File: config.mk
export PLATFORM = sky130hd
export DESIGN_NAME = max_finder
export DESIGN_NICKNAME = d
export VERILOG_FILES = /design/src/rtl/max_finder.sv
export SDC_FILE = /design/constraint.sdc
export NUM_CORES = 1
export LEC_CHECK = 0
export ABC_AREA = 1
export CAP_MARGIN = 20
export CORE_ASPECT_RATIO = 0.75
export CORE_MARGIN = 3
export CORE_UTILIZATION = 45
export CTS_BUF_LIST = sky130_fd_sc_hd__clkbuf_16
export DETAILED_ROUTE_END_ITERATION = 12
export PLACE_DENSITY = 0.72
export SLEW_MARGIN = 25
export SYNTH_ARGS = -nofsm -noshare
export SYNTH_HDL_FRONTEND = slang
export SYNTH_SLANG_ARGS = --single-unit
File: constraint.sdc
create_clock -name clk -period 8 [get_ports clk]
set_input_delay 1.6 -clock clk [delete_from_list [all_inputs] [get_ports clk]]
set_output_delay 1.6 -clock clk [all_outputs]
set_load 0.02 [all_outputs]
File: src/rtl/max_finder.sv
// Classification stage: captures the output-layer neuron values, then scans
// them sequentially for the largest signed value and reports its index.
//
// state   | meaning
// COLLECT | capturing per-neuron valids into the buffer until every bit is set
// SCAN    | one buffer entry compared per cycle against the running maximum
// DONE    | one-cycle result pulse; mask cleared for the next frame
module max_finder #(
  parameter int neurons    = 10,
  parameter int dataWidth  = 16,
  parameter int indexWidth = 4
) (
  input  logic                           clk,
  input  logic                           rst,
  input  logic [neurons-1:0]             mf_in_valid,
  input  logic [neurons*dataWidth-1:0]   mf_in_data,
  output logic                           mf_out_valid,
  output logic [indexWidth-1:0]          mf_out_index,
  output logic [dataWidth-1:0]           mf_out_value,
  output logic                           mf_busy,
  output logic                           mf_overrun
);

  typedef enum logic [1:0] {COLLECT, SCAN, DONE} state_t;

  localparam logic [indexWidth-1:0] LAST_IDX = indexWidth'(neurons - 1);

  state_t                        state_q, state_d;
  logic [neurons-1:0]            mask_q, mask_d;
  logic [indexWidth-1:0]         cnt_q, cnt_d;
  logic signed [dataWidth-1:0]   max_val_q, max_val_d;
  logic [indexWidth-1:0]         max_idx_q, max_idx_d;
  logic [dataWidth-1:0]          out_val_q, out_val_d;
  logic [indexWidth-1:0]         out_idx_q, out_idx_d;
  logic                          overrun_q, overrun_d;
  logic [neurons-1:0]            cap_we;
  logic signed [dataWidth-1:0]   cap_q [neurons];
  logic signed [dataWidth-1:0]   scan_val;
  logic                          take;

  // Capture buffer needs no reset; only entries with a mask bit are ever scanned.
  always_ff @(posedge clk) begin
    for (int i = 0; i < neurons; i++) begin
      if (cap_we[i]) cap_q[i] <= mf_in_data[i*dataWidth +: dataWidth];
    end
  end

  always_ff @(posedge clk) begin
    if (rst) begin
      state_q   <= COLLECT;
      mask_q    <= '0;
      cnt_q     <= '0;
      max_val_q <= '0;
      max_idx_q <= '0;
      out_val_q <= '0;
      out_idx_q <= '0;
      overrun_q <= 1'b0;
    end else begin
      state_q   <= state_d;
      mask_q    <= mask_d;
      cnt_q     <= cnt_d;
      max_val_q <= max_val_d;
      max_idx_q <= max_idx_d;
      out_val_q <= out_val_d;
      out_idx_q <= out_idx_d;
      overrun_q <= overrun_d;
    end
  end

  assign scan_val = cap_q[cnt_q];
  // Strictly greater keeps the lowest index on ties.
  assign take     = (cnt_q == '0) || (scan_val > max_val_q);

  always_comb begin
    state_d   = state_q;
    mask_d    = mask_q;
    cnt_d     = cnt_q;
    max_val_d = max_val_q;
    max_idx_d = max_idx_q;
    out_val_d = out_val_q;
    out_idx_d = out_idx_q;
    cap_we    = '0;
    overrun_d = (state_q != COLLECT) && (|mf_in_valid);
    case (state_q)
      COLLECT: begin
        cap_we = mf_in_valid;
        mask_d = mask_q | mf_in_valid;
        if ((mask_q | mf_in_valid) == '1) begin
          state_d = SCAN;
          cnt_d   = '0;
        end
      end
      SCAN: begin
        if (take) begin
          max_val_d = scan_val;
          max_idx_d = cnt_q;
        end
        cnt_d = cnt_q + 1'b1;
        if (cnt_q == LAST_IDX) begin
          // Result registers load from the final compare at the DONE-entry edge.
          state_d   = DONE;
          out_val_d = take ? scan_val : max_val_q;
          out_idx_d = take ? cnt_q : max_idx_q;
        end
      end
      DONE: begin
        mask_d  = '0;
        state_d = COLLECT;
      end
      default: state_d = COLLECT;
    endcase
  end

  assign mf_out_valid = (state_q == DONE);
  assign mf_busy      = (state_q != COLLECT);
  assign mf_out_index = out_idx_q;
  assign mf_out_value = out_val_q;
  assign mf_overrun   = overrun_q;

endmodule

Word level (Yosys, flattened, before mapping) --
Memories as Yosys holds them, arrays and structs flattened. A register that Yosys moved wholly into a read port is not among the register bits. Index checks and enable logic that the tools add are counted.
Storage, ports and cells: register bits 57, bits in writable memories 160, bits of input ports 172, output and inout bits 23, memories 1
Memory list:
- cap_q | words 10, bits a word 16, rd ports 1, clocked after memory_dff 1, write ports 10, line 37 | logic signed [dataWidth-1:0] cap_q [neurons];
Cells by class: add/sub/neg operators 1, order comparisons 1, eq/ne operators 6, multiplexer cells 31, bitwise gates (word level) 1, reduce and logical (&&, ||, !) cells 11
Operators by type and width (count):
- 1-bit two-way mux | 20
- 10-bit case mux with 2 select lines | 1
- 16-bit > comparator | 1
- 16-bit two-way mux | 1
- 4-bit two-way mux | 4
- 10-bit == test (second input constant) | 1
- 10-bit two-way mux | 1
- 10-bit OR | 1
- 10-bit OR reduction | 1
- 4-bit case mux with 2 select lines | 1
- 2-bit AND reduction | 3
- 2-bit nonzero test | 3
- 4-bit by 1-bit adder with 4-bit output (second input constant) | 1
- 4-bit == test (second input constant) | 1
- 4-bit zero test | 1
- 2-bit two-way mux | 2
- 2-bit != test (second input constant) | 2
- 2-bit case mux with 2 select lines | 1
- 2-bit by 1-bit == test with 1-bit output (second input constant) | 1
- 2-bit == test (second input constant) | 1
- 2-bit zero test | 1
- 1-bit logical AND | 1
- 1-bit logical OR | 1

Logic depth before layout (Yosys ltp) --
Gate-level depths: netlist (run 1).
depth after elaboration 6, depth in mapped cells 28, depth with buffers taken out 25

Least setup slack after synthesis (run 1) --
OpenSTA, ideal clock, no wires.
kind input -> register, start point input port mf_in_valid[3], end point memory cap_q[3][0] (enable), library setup time 0.389 ns, arrival time 2.345 ns, required time 7.611 ns, path slack 5.266 ns, cell stages on the path 2, cells stage by stage inv_1 nor2_1
RTL lines:
- start: declaration | line 15 | input logic [neurons-1:0] mf_in_valid,
- end: declaration | line 37

==> results by group, run 1 <==
CTS
  • Number of buffers created by CTS: 22
  • Post-CTS Setup Inserts: 0
  • H-tree depth: 1
  • Root buf cell: clkbuf_16
  • Clock Latency Late Sink: 0.50 ns
  • Clock tree from TritonCTS: built
  • Clock slew at reported path FFs: approximately 0.060 ns
  • Post-cts sizing count: 0
  • CTS Hold Bufs: 0
  • Clock tree sinks: 221
  • Max Root-Sink Buffers: 3

Global route
  • Antenna violations before repair: 4
  • Grt ovf: 0
  • Number of global-route vias before repair: between 6k and 7k
  • First-pass GRT wire length: just under 40,000 um
  • Largest net degree at the start of global routing: between 80 and 90
  • All-Layer GR Usage: 22.9%

Worst hold path
  • HP Start: mask_q[1]
  • Hold depth: 2
  • Worst hold path class: flop to flop

Power and ir drop
  • P_leak: around 4.7 nW
  • Worst vdd ir: 137 uV
  • Pwr per Cell Area: 204 nW/um2

Floorplan
  • I/O pin count: ~200
  • Die ar.: between 20,000 and 25,000 um2
  • Die H: between 100 and 150 um
  • Initial Util: ~47%
  • CORE AREA: 19,900 um2
  • Die Width: roughly 170 um
  • Num rows: 44

Finish
  • Sequential cell area: 6030 um2
  • Area growth from synthesis to layout: 30.8%
  • Multi-input logic area: around 2800 um2
  • Fillcell total: between 1.5k and 2k
  • Layout cells sized above 1: between 5 and 6%
  • Final nets: 1,300
  • Layout Cells excl Fill: 1,400
  • ANT cells: 0

Placement
  • Number of port buffers: just under 200
  • DP HPWL: between 15,000 and 20,000 um
  • Post-Place Cells: roughly 1.4k
  • Pre-CTS WS: between 4 and 5 ns
  • RePlAce Congestion: about 0.85

Route
  • Final ANT Viol Nets: 0
  • # DRC: 0
  • TritonRoute pass-1 iters: 5
  • 1st-iter DRT viols: between 800 and 900
  • WL/cell: approximately 19 um
  • Vias after detailed routing: about 7.3k
  • Routed WL: around 26,000 um
  • Vias per Instance: around 5.2

Timing
  • Final hold vios: 0
  • Finish-stage setup viols: 0
  • Slew @ Worst Pin: 0.947 ns
  • Fin crit share: around 50%
  • Worst slew margin: 36.7%
  • RSZ-0062 raised after global routing: no
  • Fmax: 250 MHz
  • Final setup margin: approximately 4.0 ns
  • Final Skew: 0.00963 ns
  • Max-slew violations: 0
  • Setup TNS: 0 ns
  • Tmin final: around 4.0 ns

Worst setup path
  • CP required: 8.45 ns
  • R2r worst-path depth: 20
  • CP Class: flop to flop
  • Worst-path maximum fanout: 48
  • Worst setup SP type: flop
  • Critical Path AT: between 4 and 5 ns
  • Setup crit end kind: flop

Logic synthesis
  • Synthesized flop and latch total: roughly 220
  • Sequential-to-total area share from yosys stat: between 60 and 70%
  • Mapped cell area: between 9000 and 10,000 um2
  • Mapped Cells: 923
  • Yosys warnings: 0
  • Post-Syn Area per Cell: between 10 and 15 um2
  • Mapped Nets: 1,114
  • Synth cell types: 29

Job
  • MaxCap Viol Count: 0

Status
  • Status: complete, no violations
[cell usage in the layout (no fill, tap or decap), types with 3 or more instances in the layout]
| master | instances |
|---|---|
| nand2_1 | 83 |
| nand4_1 | 5 |
| dfxtp_1 | 59 |
| inv_1 | 86 |
| inv_2 | 5 |
| clkinv_1 | 3 |
| o21ai_0 | 48 |
| a21oi_1 | 34 |
| o211ai_1 | 32 |
| clkbuf_16 | 23 |
| nor2_1 | 198 |
| clkdlybuf4s50_1 | 194 |
| nand3_1 | 68 |
| clkinv_2 | 3 |
| edfxtp_1 | 160 |
| o21ai_1 | 63 |
| buf_4 | 17 |
| nor3_1 | 3 |
| ha_1 | 19 |
[where the power goes]
group	internal (mW)	switching, mW	total, mW
Sequential	1.29	0.0170	1.31
Clock	0.551	0.427	0.978
Combinational	0.107	0.105	0.212
Total	1.95	0.549	2.50
[cell families (layout without fill, tap and decap cells)]
| logic type | Yosys count | count (layout) | synth area share (%) |
|---|---|---|---|
| and+or+nand+nor | 367 | 367 | 16.3 |
| DFF | 221 | 221 | 64.5 |
| AOI/OAI and AO/OA | 183 | 183 | 10.8 |
| buffers and inverters | 133 | 334 | 5.78 |
| adders and majority gates | 19 | 19 | 2.55 |
[layer usage]
metal	GRT usage [%]	wire length, um
met1	34.3	11800
met2	34.2	11200
met3	6.44	2780
met4	3.75	355
met5	0	46
[synthesized netlist by cell type (all sizes together)]
cell type  number  area (um2)
a21o            1        7.51
a21oi          35         179
buf            19         111
clkbuf         30         113
dfxtp          61        1220
edfxtp        160        4800
ha             19         238
inv            84         315
nand2          86         335
nand3          70         368
nand4           5        31.3
nor2          200         751
nor3            4        25.0
nor4            2        12.5
o211ai         32         240
o21ai         111         556
o221ai          1        8.76
o22a            1        8.76
o22ai           2        12.5
[final timing paths]
| kind | endpoint | slack (ns) |
|---|---|---|
| worst max register to register | mf_out_value[7] | 4.00 |
| worst min-delay path | mask_q[1] | 0.48 |
| worst max-delay path | mf_out_value[7] | 4.00 |
| worst min register to register | mask_q[1] | 0.48 |
[worst max-delay path: stages, from the launching register on]
cell and delay (ns):
dfxtp_2 0.32, inv_2 0.41, buf_4 0.56, nor2_1 0.09
nor2_1 0.12, o21ai_1 0.10, o211ai_1 0.26, o211ai_1 0.15
o21ai_1 0.20, ha_1 0.30, nand2_1 0.10, nor2_1 0.06
a21oi_2 0.17, nand2_1 0.09, nand2_2 0.09, nand3_4 0.25
nand2_4 0.32, nand2_1 0.12, nand3_1 0.10, nand2_1 0.06
inv_1 0.04
[registers in the layout, summed over array words and instances, names as in the netlist, named ones only]
name,count
mask_q,10
max_idx_q,4
mf_out_index,4
cnt_q,4
cap_q,160
mf_out_value,16
mf_overrun,1
max_val_q,16
state_q,2
[cell type report]
cell class	count	area share (%)
Sequential cell	221	49.4
Inverter	84	2.58
Timing Repair Buffer	211	16.9
Clock buffer	23	4.71
Clock inverter	16	0.789
Tap cell	276	2.83
Multi-Input combinational cell	569	22.8
[stage by stage]
stage                     area [um2]  hold WS [ns]  utilization [%]  power (mW)
after floorplan                 9340         0.437                -        1.41
after global placement         11500         0.448             58.1        1.54
after detailed placement       11500         0.461             58.1        1.54
after CTS                      12200         0.482             61.5        2.51
after global routing           12200         0.514             61.5        2.58
final                          12200         0.481             61.5        2.50
Note: power is estimated with default switching activity, not from simulation.
==> inputs of run 2 (changes only) <==
Clock period 8 ns to 3.8 ns, I/O delays scaled along.
==> run 2 against run 1 <==
  * Critical path depth decreased by 2
  * Utilization increased by 1.2 points
  * Sequential share of layout area decreased by 0.91 points
  * Global-route usage about the same
  * First-iteration DRC count decreased by 26%
  * Maximum frequency increased by 20%
  * Critical endpoint is now mf_out_value[9]
  * Largest cell class unchanged
  * Largest power group unchanged
  * Highest routed layer unchanged
==> results by group, run 2 (synthesis gave the netlist of run 1 again) <==
Floorplan
  • Initial Util: between 40% and 50%
  • Die H: approximately 130 um
  • Die ar.: ~23,000 um2
  • CORE AREA: 19,900 um2
  • Num rows: 44
  • I/O pin count: approximately 200
  • Die Width: around 170 um

Global route
  • GR peak layer: met2
  • Met3 Resource Use GR: between 6 and 7%
  • Global Route met1 Usage: between 30 and 40%
  • All-Layer GR Usage: about 23%
  • Number of global-route vias before repair: ~7.2k
  • First-pass GRT wire length: roughly 40,000 um
  • Met2 usage in global routing: between 30% and 40%
  • Largest net degree at the start of global routing: 62
  • Grt ovf: 0
  • Antenna violations before repair: 1

Route
  • 1st-iter DRT viols: between 600 and 700
  • Vias after detailed routing: 7,471
  • Final ANT Viol Nets: 0
  • Routed WL: between 20,000 and 30,000 um
  • # DRC: 0
  • TritonRoute pass-1 iters: 5
  • WL/cell: ~19 um
  • Vias per Instance: about 5.3

Timing
  • Fin crit share: between 80% and 90%
  • Tmin final: approximately 3.3 ns
  • Final Skew: about 0.010 ns
  • Finish-stage setup viols: 0
  • Slew @ Worst Pin: approximately 0.96 ns
  • Setup TNS: 0 ns
  • Max-slew violations: 0
  • RSZ-0062 raised after global routing: no
  • Fmax: 299 MHz
  • Worst slew margin: a little over a third
  • Final hold vios: 0

Worst hold path
  • Worst hold path class: flop to flop
  • Hold depth: 2
  • HP Start: mask_q[2]
  • Hold path endpoint: mask_q[2]

Placement
  • Post-Place Cells: 1,368
  • RePlAce Congestion: 0.862
  • DP HPWL: between 15,000 and 20,000 um
  • Cell Area, Placed: approximately 12,000 um2
  • Number of port buffers: about 190

Finish
  • Reg with most FFs: cap_q
  • Area growth from synthesis to layout: 33.3%
  • Fillcell total: about 1.6k
  • Final nets: around 1.3k
  • ANT cells: 0
  • Final Instance Area: 12,400 um2
  • Commonest non-fill, non-tap cell in the layout: nor2_1
  • Layout cells sized above 1: ~6%
  • Layout Utilization: a little over three fifths
  • Commonest cells after routing, fill and taps aside: 198 x nor2_1, 194 x clkdlybuf4s50_1, 160 x edfxtp_1, 86 x inv_1, 83 x nand2_1
  • Max reg flops: 160
  • Layout Cells excl Fill: about 1.4k

CTS
  • Clock slew at reported path FFs: around 0.060 ns
  • Number of buffers created by CTS: 22
  • Clock Latency Late Sink: around 0.50 ns
  • Clock tree sinks: 221
  • Max Root-Sink Buffers: 3
  • Post-CTS Setup Inserts: 0
  • CTS Hold Bufs: 0
  • Root buf cell: clkbuf_16
  • Post-cts sizing count: 0
  • H-tree depth: 1
  • Clock tree from TritonCTS: built

Worst setup path
  • CP Class: flop to flop
  • Slowest CP cell: dfxtp_4
  • Critical path, cell by cell: buf_12 -> buf_4 -> o21ai_0 -> o211ai_1 -> o211ai_1 -> o21ai_1 -> ha_1 -> a21oi_1 -> nand2_1 -> a21oi_2 -> nand2_1 -> nand2_2 -> nand3_4 -> buf_4 -> nand3_1 -> nand3_1 -> nand2_1 -> inv_1
  • FF-to-FF End: mf_out_value[9]
  • Setup crit end kind: flop
  • Critical Path Max Stage Delay: 0.48 ns
  • Critical Path AT: approximately 3.7 ns
  • Worst-path maximum fanout: 29
  • R2R setup slack: 0.45 ns
  • Worst setup SP type: flop
  • R2r worst-path depth: 18
  • CP required: approximately 4.2 ns
  • Most frequent CP cell: nand2_1

Power and ir drop
  • Worst vdd ir: approximately 310 uV
  • Pwr per Cell Area: approximately 450 nW/um2
  • P_leak: approximately 4.8 nW
  • Power, Total: between 5 and 6 mW

Status
  • Status: complete, no violations

Job
  • MaxCap Viol Count: 0
run 2: worst max-delay path by stage:
stage,from,end
finish,flop,mf_out_value[9]
global route,flop,mf_out_value[12]
floorplan,flop,max_val_q[3]
global placement,flop,mf_out_value[10]
detailed placement,flop,mf_out_value[15]
CTS,flop,mf_out_value[9]
run 2: cell type report:
class	instances	area, um2	area share (%)
clock buffer	23	576	4.62
clock inverter	17	226	1.82
inverter	84	315	2.53
multi-input combinational	569	2780	22.4
sequential	221	6030	48.4
tap	276	345	2.77
timing repair buffer	218	2170	17.4
run 2: worst max-delay path, delay by kind of cell, from the launching register on:
family | cells | cell delay [ns]
AOI/OAI and AO/OA | 6 | 1.06
and+or+nand+nor | 7 | 0.71
buffers and inverters | 4 | 0.68
DFF | 1 | 0.48
adders and majority gates | 1 | 0.30
run 2: stage by stage:
stage / setup WS (ns) / hold WS, ns
final: 0.453 / 0.471
after global routing: 0.119 / 0.513
after floorplan: 1.23 / 0.437
after CTS: 0.391 / 0.472
after global placement: 0.431 / 0.448
after detailed placement: 0.399 / 0.456
run 2: metal layers:
metal	up-vias	wire, um
met2	358	11300
li1	3544	-
met1	3527	11700
met5	-	12
met4	2	473
met3	40	2790
run 2: power breakdown:
part           switching (mW)  total (mW)  internal (mW)
Clock                   0.904        2.40           1.50
Sequential             0.0359        2.75           2.71
Combinational           0.229       0.460          0.231
Total                    1.17        5.61           4.44
==> inputs of run 3 (changes only) <==
Settings changed: RECOVER_POWER set to 100.
Clock period 3.8 ns to 3.95 ns, I/O delays scaled along.
==> run 3 against run 2 <==
  * The run now ends with max-capacitance violations, max-slew violations left
  * Combinational power fell by 15%
  * First-iteration DRC count increased by 6.3%
  * Global-route usage down 0.37 points
  * Utilization shrank 0.71 points
  * Routed wire length is 1.5% lower
  * Design area fell by 1.1%
  * Via count decreased by 2.5%
  * Worst setup slack got worse by 0.14 ns
  * Clock skew is 0.00077 ns higher
  * Largest power group unchanged
  * Highest routed layer unchanged
==> results by group, run 3 (synthesis gave the netlist of run 1 again) <==
Worst setup path
  • CP Class: flop to flop
  • Delay-heaviest family, CP: simple AND/OR/NAND/NOR gates
  • Worst setup SP type: flop
  • CP required: about 4.4 ns
  • Critical path, cell by cell: buf_12 -> o21ai_0 -> o21ai_1 -> o211ai_1 -> o21ai_0 -> ha_1 -> a21oi_1 -> nor2_1 -> nor2_1 -> nand2_1 -> nand2_1 -> nand3_1 -> nand3_4 -> nand2_4 -> nand2_1 -> nand3_1 -> nand2_1 -> inv_1
  • Most frequent CP cell: nand2_1
  • Worst-path maximum fanout: 26
  • Critical Path Max Stage Delay: 0.61 ns
  • Critical Path AT: about 4.0 ns
  • Slowest CP cell: dfxtp_2
  • Setup crit end kind: flop
  • CP Buf/Inv Count: 2

CTS
  • Clock Latency Late Sink: roughly 0.51 ns
  • Root buf cell: clkbuf_16
  • Max Root-Sink Buffers: 3
  • Number of buffers created by CTS: 23
  • Clock slew at reported path FFs: ~0.06 ns
  • Post-cts sizing count: 0
  • CTS Hold Bufs: 0
  • Post-CTS Setup Inserts: 0
  • Clock tree from TritonCTS: built
  • Clock tree sinks: about 220
  • H-tree depth: 1

Finish
  • Fillcell total: between 1.5k and 2k
  • Layout cells sized above 1: roughly 5.2%
  • ANT cells: 0
  • Max reg flops: 160
  • Commonest non-fill, non-tap cell in the layout: nor2_1
  • Reg with most FFs: cap_q
  • Final nets: between 1k and 1.5k
  • Commonest cells after routing, fill and taps aside: 198 x nor2_1, 193 x dlygate4sd3_1, 160 x edfxtp_1, 86 x inv_1, 83 x nand2_1
  • Area growth from synthesis to layout: 31.8%

Global route
  • Grt ovf: 0
  • Antenna violations before repair: 5
  • All-Layer GR Usage: about 23%
  • First-pass GRT wire length: between 30,000 and 40,000 um
  • Number of global-route vias before repair: approximately 7k
  • Largest net degree at the start of global routing: approximately 50

Worst hold path
  • Worst hold path class: flop to flop

Timing
  • Final hold vios: 0
  • Max-slew violations: 78
  • Fmax: 275 MHz
  • Slew @ Worst Pin: 2.02 ns
  • Finish-stage setup viols: 0
  • Tmin final: around 3.6 ns
  • Final setup margin: between 0.3 and 0.4 ns
  • Worst slew margin: -34.6%
  • Setup TNS: 0 ns
  • Final Skew: roughly 0.011 ns
  • Fin crit share: between 90 and 100%
  • RSZ-0062 raised after global routing: no

Route
  • TritonRoute pass-1 iters: 5
  • WL/cell: approximately 18 um
  • Vias after detailed routing: roughly 7.3k
  • # DRC: 0
  • 1st-iter DRT viols: around 680
  • Final ANT Viol Nets: 0
  • Routed WL: roughly 26,000 um
  • Vias per Instance: around 5.2

Placement
  • DP HPWL: around 19,000 um
  • Number of port buffers: 194
  • Pre-CTS WS: between 0.4 and 0.5 ns
  • RePlAce Congestion: 0.836

Floorplan
  • CORE AREA: around 20,000 um2
  • Die ar.: between 20,000 and 25,000 um2
  • Die Width: approximately 170 um
  • I/O pin count: 195
  • Initial Util: approximately 47%
  • Num rows: between 40 and 50
  • Die H: roughly 130 um

Power and ir drop
  • P_leak: a little under 5 nW
  • Pwr per Cell Area: roughly 410 nW/um2
  • Worst vdd ir: ~250 uV

Job
  • MaxCap Viol Count: 2

Status
  • Violated checks: max-capacitance violations, max-slew violations
  • Status: complete, but fails checks
[run 3: path summary, 6_finish.rpt]
check	to	slack, ns	cells after the start	startpoint
hold / removal	mask_q[1]	0.48	2	mask_q[1]
setup / recovery	max_val_q[12]	0.31	18	flop
hold reg to reg	mask_q[1]	0.48	2	mask_q[1]
setup reg to reg	max_val_q[12]	0.31	18	flop
[run 3: per-stage QoR]
step           instance area [um2]  hold slack, ns  util [%]  cells  total power, mW
6_report                     12300           0.476      61.9   1410             5.11
5_1_grt                      12300           0.496      61.9   1410             5.27
4_1_cts                      12400           0.473      62.2   1410             5.18
3_5_place_dp                 11600           0.458      58.6   1369             3.13
3_3_place_gp                 11600           0.449      58.6   1369             3.12
2_1_floorplan                 9340           0.437         -    923             2.85
[run 3: final cells by class]
type / instances / area, um2 / share of cell area (%)
tap: 276 / 345 / 2.81
clock buffer: 23 / 576 / 4.68
inverter: 84 / 315 / 2.56
sequential: 221 / 6030 / 49.0
clock inverter: 18 / 144 / 1.17
multi-input combinational: 569 / 2780 / 22.6
timing repair buffer: 219 / 2120 / 17.2
[run 3: power breakdown]
part | internal (mW) | switching, mW
Sequential | 2.62 | 0.0349
Combinational | 0.180 | 0.212
Clock | 1.19 | 0.870
Total | 3.99 | 1.12
[run 3: worst register-to-register path, delay by kind of cell, from the launching register on]
| kind | cells | cell delay [ns] |
|---|---|---|
| AO/OA/AOI/OAI | 5 | 1.07 |
| adder cells (fa/ha/maj) | 1 | 0.34 |
| buffers and inverters | 2 | 0.27 |
| flip-flops | 1 | 0.61 |
| AND/OR/NAND/NOR | 10 | 1.26 |
[run 3: layer usage]
layer  GRT usage (%)  wire, um  up-vias
met2            33.4     11200      331
met4            4.65       469       10
met5               0        60        -
met1            34.0     11700     3352
li1                -         -     3543
met3            5.71      2500       46
